### config.mk
export PLATFORM = sky130hd
export DESIGN_NAME = nes_joypad_bridge
export DESIGN_NICKNAME = d
export VERILOG_FILES = /design/src/rtl/nes_joypad_pkg.sv /design/src/rtl/nes_joypad_shifter.sv /design/src/rtl/nes_joypad_bridge.sv
export SDC_FILE = /design/constraint.sdc
export NUM_CORES = 1
export LEC_CHECK = 0
export BUFFER_PORTS_ARGS = -buffer_cell sky130_fd_sc_hd__buf_2
export CELL_PAD_IN_SITES_DETAIL_PLACEMENT = 0
export CELL_PAD_IN_SITES_GLOBAL_PLACEMENT = 1
export CORE_AREA = 2 2 85 87
export DETAILED_ROUTE_END_ITERATION = 12
export DIE_AREA = 0 0 87 89
export GPL_TIMING_DRIVEN = 0
export HOLD_SLACK_MARGIN = 0.05
export PLACE_DENSITY = 0.76
export SYNTH_ARGS = -nofsm -noshare
export SYNTH_HDL_FRONTEND = slang
export SYNTH_SLANG_ARGS = --single-unit
### constraint.sdc
create_clock -name clk_in -period 2.4 [get_ports clk_in]
set_input_delay 0.36 -clock clk_in [delete_from_list [all_inputs] [get_ports clk_in]]
set_output_delay 0.36 -clock clk_in [all_outputs]
set_load 0.01 [all_outputs]
### src/rtl/nes_joypad_pkg.sv
// Shared constants and helpers for the NES joypad bridge: button bit positions,
// shift register width, Four Score signatures and the per-port load word builder.
package nes_joypad_pkg;

    typedef enum logic [2:0] {
        BTN_A      = 3'd0,
        BTN_B      = 3'd1,
        BTN_SELECT = 3'd2,
        BTN_START  = 3'd3,
        BTN_UP     = 3'd4,
        BTN_DOWN   = 3'd5,
        BTN_LEFT   = 3'd6,
        BTN_RIGHT  = 3'd7
    } btnIdx_e;

    localparam int SR_W = 24;

    // Signatures are stored so that LSB-first shifting yields 0001_0000 / 0010_0000.
    localparam logic [7:0] FS_SIG_P1 = 8'h08;
    localparam logic [7:0] FS_SIG_P2 = 8'h04;

    typedef enum logic {
        MODE_STANDARD   = 1'b0,
        MODE_FOUR_SCORE = 1'b1
    } readMode_e;

    function automatic logic [SR_W-1:0] buildLoadWord(
        input readMode_e  mode,
        input logic [7:0] sig,
        input logic [7:0] firstPad,
        input logic [7:0] secondPad
    );
        if (mode == MODE_FOUR_SCORE) begin
            return {sig, secondPad, firstPad};
        end
        return {16'hFFFF, firstPad};
    endfunction

endpackage

### src/rtl/nes_joypad_shifter.sv
// One NES controller port: reloads while latched, shifts on each rising read
// clock, and backfills ones so an exhausted port reads 1 forever.
module nes_joypad_shifter
    import nes_joypad_pkg::*;
#(
    parameter bit ACTIVE_LOW_OUT = 1'b0
) (
    input  logic            clk_in,
    input  logic            rst_in,
    input  logic [SR_W-1:0] load_word_i,
    input  logic            latch_i,
    input  logic            jp_clk_i,
    output logic            data_o
);

    logic [SR_W-1:0] sr_q;
    logic [SR_W-1:0] sr_d;
    logic            jpClk_q;
    logic            clkRise;

    assign clkRise = jp_clk_i & ~jpClk_q;

    // Latch takes priority, so an edge coinciding with the strobe is swallowed.
    always_comb begin
        sr_d = sr_q;
        if (latch_i) begin
            sr_d = load_word_i;
        end else if (clkRise) begin
            sr_d = {1'b1, sr_q[SR_W-1:1]};
        end
    end

    always_ff @(posedge clk_in) begin
        if (rst_in) begin
            sr_q    <= '1;
            jpClk_q <= 1'b0;
        end else begin
            sr_q    <= sr_d;
            jpClk_q <= jp_clk_i;
        end
    end

    assign data_o = sr_q[0] ^ ACTIVE_LOW_OUT;

endmodule

### src/rtl/nes_joypad_bridge.sv
// Emulates up to four NES pads (with Four Score multiplexing and A/B turbo)
// behind the two rp2a03 joypad ports.
module nes_joypad_bridge
    import nes_joypad_pkg::*;
#(
    parameter int NUM_PADS       = 2,
    parameter int TURBO_DIV      = 3333333,
    parameter bit ACTIVE_LOW_OUT = 1'b0
) (
    input  logic                  clk_in,
    input  logic                  rst_in,
    input  logic [NUM_PADS*8-1:0] buttons_in,
    input  logic [NUM_PADS*2-1:0] turbo_en_in,
    input  logic                  four_score_in,
    input  logic                  jp_latch_in,
    input  logic [1:0]            jp_clk_in,
    output logic [1:0]            jp_data_out
);

    localparam int CNT_W = (TURBO_DIV > 1) ? $clog2(TURBO_DIV) : 1;
    localparam logic [CNT_W-1:0] CNT_MAX = CNT_W'(TURBO_DIV - 1);

    logic [NUM_PADS*8-1:0] btnMeta_q;
    logic [NUM_PADS*8-1:0] btnSync_q;
    logic [NUM_PADS*2-1:0] turboMeta_q;
    logic [NUM_PADS*2-1:0] turboSync_q;
    logic                  fsMeta_q;
    logic                  fsSync_q;

    logic [CNT_W-1:0]      turboCnt_q;
    logic [CNT_W-1:0]      turboCnt_d;
    logic                  turboPhase_q;
    logic                  turboPhase_d;

    logic [7:0]            padEff [4];
    readMode_e             mode;
    logic [SR_W-1:0]       loadWord [2];

    // Button, turbo and mode inputs come from an unrelated source.
    always_ff @(posedge clk_in) begin
        if (rst_in) begin
            btnMeta_q   <= '0;
            btnSync_q   <= '0;
            turboMeta_q <= '0;
            turboSync_q <= '0;
            fsMeta_q    <= 1'b0;
            fsSync_q    <= 1'b0;
        end else begin
            btnMeta_q   <= buttons_in;
            btnSync_q   <= btnMeta_q;
            turboMeta_q <= turbo_en_in;
            turboSync_q <= turboMeta_q;
            fsMeta_q    <= four_score_in;
            fsSync_q    <= fsMeta_q;
        end
    end

    always_comb begin
        turboCnt_d   = turboCnt_q + 1'b1;
        turboPhase_d = turboPhase_q;
        if (turboCnt_q == CNT_MAX) begin
            turboCnt_d   = '0;
            turboPhase_d = ~turboPhase_q;
        end
    end

    always_ff @(posedge clk_in) begin
        if (rst_in) begin
            turboCnt_q   <= '0;
            turboPhase_q <= 1'b0;
        end else begin
            turboCnt_q   <= turboCnt_d;
            turboPhase_q <= turboPhase_d;
        end
    end

    // Turbo reports A/B released during phase 0; absent pads read as nothing pressed.
    always_comb begin
        for (int n = 0; n < 4; n++) begin
            padEff[n] = 8'h00;
        end
        for (int n = 0; n < NUM_PADS; n++) begin
            padEff[n] = btnSync_q[8*n +: 8];
            padEff[n][BTN_A] = padEff[n][BTN_A] & ~(turboSync_q[2*n] & ~turboPhase_q);
            padEff[n][BTN_B] = padEff[n][BTN_B] & ~(turboSync_q[2*n+1] & ~turboPhase_q);
        end
    end

    assign mode = ((NUM_PADS == 4) && fsSync_q) ? MODE_FOUR_SCORE : MODE_STANDARD;

    assign loadWord[0] = buildLoadWord(mode, FS_SIG_P1, padEff[0], padEff[2]);
    assign loadWord[1] = buildLoadWord(mode, FS_SIG_P2, padEff[1], padEff[3]);

    for (genvar p = 0; p < 2; p++) begin : g_port
        nes_joypad_shifter #(
            .ACTIVE_LOW_OUT(ACTIVE_LOW_OUT)
        ) u_shifter (
            .clk_in     (clk_in),
            .rst_in     (rst_in),
            .load_word_i(loadWord[p]),
            .latch_i    (jp_latch_in),
            .jp_clk_i   (jp_clk_in[p]),
            .data_o     (jp_data_out[p])
        );
    end

endmodule

Word level (Yosys, flattened, before mapping)
Index checks and enable logic that the tools add are counted.
{"block": "totals", "ff_bits": 81, "input_bits": 26, "out_inout_bits": 2, "wordCells": 36}
{"block": "classes", "add_sub_neg": 1, "n_eq_ne": 1, "mux": 4, "bitwise_logic": 17, "reduce_logical": 3}
{"cell": "$mux 8", "n": 4}
{"cell": "$add 22x1->22 const B", "n": 1}
{"cell": "$eq 22x22->1 const B", "n": 1}
{"cell": "$and 1x1->1", "n": 10}
{"cell": "$not 1->1", "n": 7}
{"cell": "$reduce_bool 2->1", "n": 2}
{"cell": "$reduce_or 2->1", "n": 1}

Longest topological paths before layout
{"block": "logic_depth", "word_depth": 5, "ltp_mapped": 7, "mapped_depth_nobuf": 6}

Modules after synthesis
From an unflattened synthesis, not the netlist that was laid out.
{"block": "hier_totals", "cells_unflattened": 486, "hier_area_um2": 4568.1}
{"module": "nes_joypad_shifter", "instances": 2, "cells_per_inst": 135, "area_each_um2": 1191.1, "seq_area_each_um2": 500.5}
{"module": "nes_joypad_bridge", "instances": 1, "cells_per_inst": 216, "area_each_um2": 2185.8, "seq_area_each_um2": 1261.2}

Least setup slack after synthesis
OpenSTA, ideal clock, no wires.
{"block": "synth_path", "kind": "register to register", "startpoint": "register turboCnt_q[0]", "endpoint": "register turboCnt_q[18]", "arrival_ns": 1.887, "required_time_ns": 2.330, "path_slack_ns": 0.442, "path_stages_with_launch": 7, "n_path_buf": 1, "synth_period_minus_slack_ns": 1.958, "path_cell_list": "dfxtp_1 ha_1 nand2_1 or4_1 buf_2 or4_1 a21oi_1"}
{"block": "synth_via", "elab_chain_len": 2, "word_cells_on_any_way": 3, "cone_classes": "add/sub: 1; eq/ne: 1; reduce/logical: 1"}
{"item": "from (decl)", "line": "nes_joypad_bridge.sv:30", "text": "logic [CNT_W-1:0] turboCnt_q;"}
{"item": "from (signal assigned)", "line": "nes_joypad_bridge.sv:72", "text": "turboCnt_q <= turboCnt_d;"}
{"item": "parallel branches: the longest is 2 deep, another holds $add 22x1->22"}
Parallel ways; which one is timed is not known.
A chain may end at the register's enable or synchronous reset.

Final worst setup path
Same ends and word-level chain as after synthesis.

==> impl_metrics.py <==
metrics = {
    "routing": {
        "drt_iter0_markers": 41,
        "antenna_left": 0,
        "wl_mm": 5.211,
        "dr.pass1.iters": 4,
        "vias": 2074,
        "drc_errors": 0,
        "post_drt_via_cell_ratio": 4.974,
        "routedWlPerCell_um": 12.50,
    },
    "final_layout": {
        "most-common-layout-cells": "dfxtp_1, nor2b_1, buf_2",
        "area_growth_pct": 14.27,
        "n_fill_cell": 644,
        "drive_above_1_share_pct": 16.62,
        "antennaDiodeCount": 0,
        "final_common_cell": "dfxtp_1",
        "finalNetCount": 362,
    },
    "synth": {
        "synth.ff_latch_count": 81,
        "synth-seq-area-share_pct": 53.75,
        "yosysUniqueCellTypes": 38,
        "netlist_area_sq_mm": 0.003017,
        "yosys_warnings": 0,
        "synth_cells": 298,
        "synth.net_count": 326,
        "syn_avg_cell_area_sq_um": 10.12,
    },
    "sta": {
        "hold_viol_final": 0,
        "finalCritPeriodShare_pct": 90.17,
        "relSlewSlack_pct": 59.07,
        "period_needed_ns": 2.164,
        "tightest_slew_ns": 0.6139,
        "skew_ns": 0.008702,
        "fin_tns_setup_ns": 0,
        "clock.fmax_ghz": 0.4621,
        "setup-violations-final": 0,
        "setup_ws_ns": 0.2359,
        "rsz0062_at_grt": "no",
        "fin_hold_ws_ns": 0.2241,
        "slew_viol_final": 0,
    },
    "critical_path": {
        "critPathLaunch": "turboCnt_q[0]$_SDFF_PP0_",
        "arrival_ns": 2.43,
        "worst_setup_path_start_kind": "flop",
        "r2r_cells": 6,
        "critPathMaxFanout": 10,
        "regToRegSetupSlack_ns": 0.24,
        "critical_path_class": "flop to flop",
        "endpoint": "turboCnt_q[18]$_SDFF_PP0_",
        "r2r_start": "turboCnt_q[0]$_SDFF_PP0_",
        "crit_required_ns": 2.67,
        "r2r-end": "turboCnt_q[18]$_SDFF_PP0_",
        "worstSetupEndpointType": "flop",
    },
    "place": {
        "gp_congestion": 0.7509,
        "dp_hpwl_mm": 3.642,
        "port_buffers": 25,
        "dp_slack_ns": 0.2660,
    },
    "clock_network": {
        "cts_sinks": 81,
        "cts_root_buffer": "clkbuf_8",
        "post_cts_buffers": 0,
        "cts_made_buffers": 9,
        "ctsHoldBuffers": 0,
        "clk_pin_slew_ns": 0.08,
        "clk_latency_ns": 0.34,
        "cts_buffer_depth": 2,
        "cts_tree": "built",
        "htreeDepth": 3,
        "cts_resized": 0,
    },
    "hold_path": {
        "hold_path_class": "input port to flop",
    },
    "global_route": {
        "grt_max_degree": 14,
        "grt_util_all_layers_pct": 15.00,
        "antenna_found_initial": 0,
        "grt-ovfl-total": 0,
        "grt_pass1_vias": 1921,
        "grt_pass1_wl_mm": 8.873,
    },
    "die": {
        "core_sq_mm": 0.006719,
        "row_count": 30,
        "start_util_pct": 44.90,
        "die-height_um": 89,
        "ioPinCount": 28,
        "die_w_um": 87,
        "dieArea_sq_mm": 0.007743,
    },
    "pwr": {
        "leakagePower_nw": 1.287,
        "ir_worst_vdd_uv": 332.2,
        "p_per_area_mw_per_mm2": 762.8,
    },
    "run_status": {
        "outcome": "completed",
    },
    "job": {
        "maxCapViolations": 0,
    },
}
==> metal layers <==
layer | share of wire (%) | vias up | track usage [%] | wire [um]
met5 | 0 | - | 0 | 0
li1 | - | 1084 | - | -
met4 | 1.7 | 0 | 7.244 | 89
met1 | 49 | 962 | 18.48 | 2531
met2 | 48 | 20 | 25.19 | 2481
met3 | 2.1 | 8 | 3.047 | 109
==> registers in the layout (all words and copies together) (netlist names) <==
name	cells
turboPhase_q	1
g_port.u_shifter.sr_q	16
g_port.u_shifter.jpClk_q	2
turboMeta_q	4
turboCnt_q	22
btnSync_q	16
btnMeta_q	16
turboSync_q	4
==> worst max-delay path, cell delays in order (launching register included) <==
cell and delay (ns):
dfxtp_1 0.40, ha_1 0.23, nand2_1 0.13, or4_1 0.48, buf_2 0.19, or4_1 0.51
a21oi_1 0.15
==> where the power goes <==
group	internal [W]	switching, W
Clock	0.000576	0.000468
Combinational	0.0000862	0.0000735
Sequential	0.00140	0.0000223
==> cells by family (layout without fill, tap and decap cells) <==
kind of cell    after synthesis  after routing  share of synthesized area (%)
simple gates                122            122                          24.18
flops                        81             81                          53.75
compound gates               35             35                          6.843
buf+inv                      25             64                          3.401
mux                          24             24                          8.378
xor+xnor                      9              9                          2.613
fa+ha+maj                     2              2                         0.8294
==> synth_stat cells (all sizes together) <==
cell    count  area share [%]
dfxtp      81              54
nor2b      46             9.5
clkbuf     14             1.7
mux2i      14             4.6
nand2b     14             2.9
a21oi      12             2.0
nor2       12             1.5
mux2       10             3.7
nand3       9             1.7
o21ai       9             1.5
nand2       8             1.2
or4         8             2.0
inv         7            0.87
nor3        7             1.2
or3         7             1.5
o31ai       6             1.5
xnor2       6             1.7
a31oi       4            0.83
buf         4            0.79
o21bai      3            0.75
xor2        3            0.87
ha          2            0.83
nand4       2            0.41
or2         2            0.42
and2        1            0.21
and3        1            0.21
and4        1            0.29
nor4        1            0.21
nor4b       1            0.29
nor4bb      1            0.33
o41ai       1            0.29
or4b        1            0.33
==> stage by stage <==
step	instances	area, sq um	utilization, %	total power (W)
floorplan	298	3017	-	0.001568
global placement	403	3242	48.25	0.001617
detailed placement	403	3242	48.25	0.001621
CTS	417	3447	51.30	0.002663
global route	417	3447	51.30	0.002751
finish	417	3447	51.30	0.002629
==> cell type report <==
class                   count  area, sq um  share of cell area [%]
flip-flops and latches     81         1622                   47.04
multi-input cells         192         1292                   37.50
inverters                   7        26.28                  0.7622
plain buffers              18        76.32                   2.214
clock inverters             5        81.33                   2.359
well taps                  80        100.1                   2.904
clock buffers               9        123.9                   3.593
repair buffers             25        125.1                   3.630
==> how the worst min path moves through the flow <==
stage	startpoint	end	slack (ns)	depth (start not counted)
4_1_cts	buttons_in[10]	btnMeta_q[10]$_SDFF_PP0_	0.21	2
3_5_place_dp	turboMeta_q[0]$_SDFF_PP0_	turboSync_q[0]$_SDFF_PP0_	0.42	1
3_3_place_gp	btnMeta_q[7]$_SDFF_PP0_	btnSync_q[7]$_SDFF_PP0_	0.42	1
6_report	buttons_in[15]	btnMeta_q[15]$_SDFF_PP0_	0.22	2
2_1_floorplan	btnMeta_q[0]$_SDFF_PP0_	btnSync_q[0]$_SDFF_PP0_	0.41	1
5_1_grt	buttons_in[5]	btnMeta_q[5]$_SDFF_PP0_	0.22	2
Note: power is estimated with default switching activity, not from simulation.
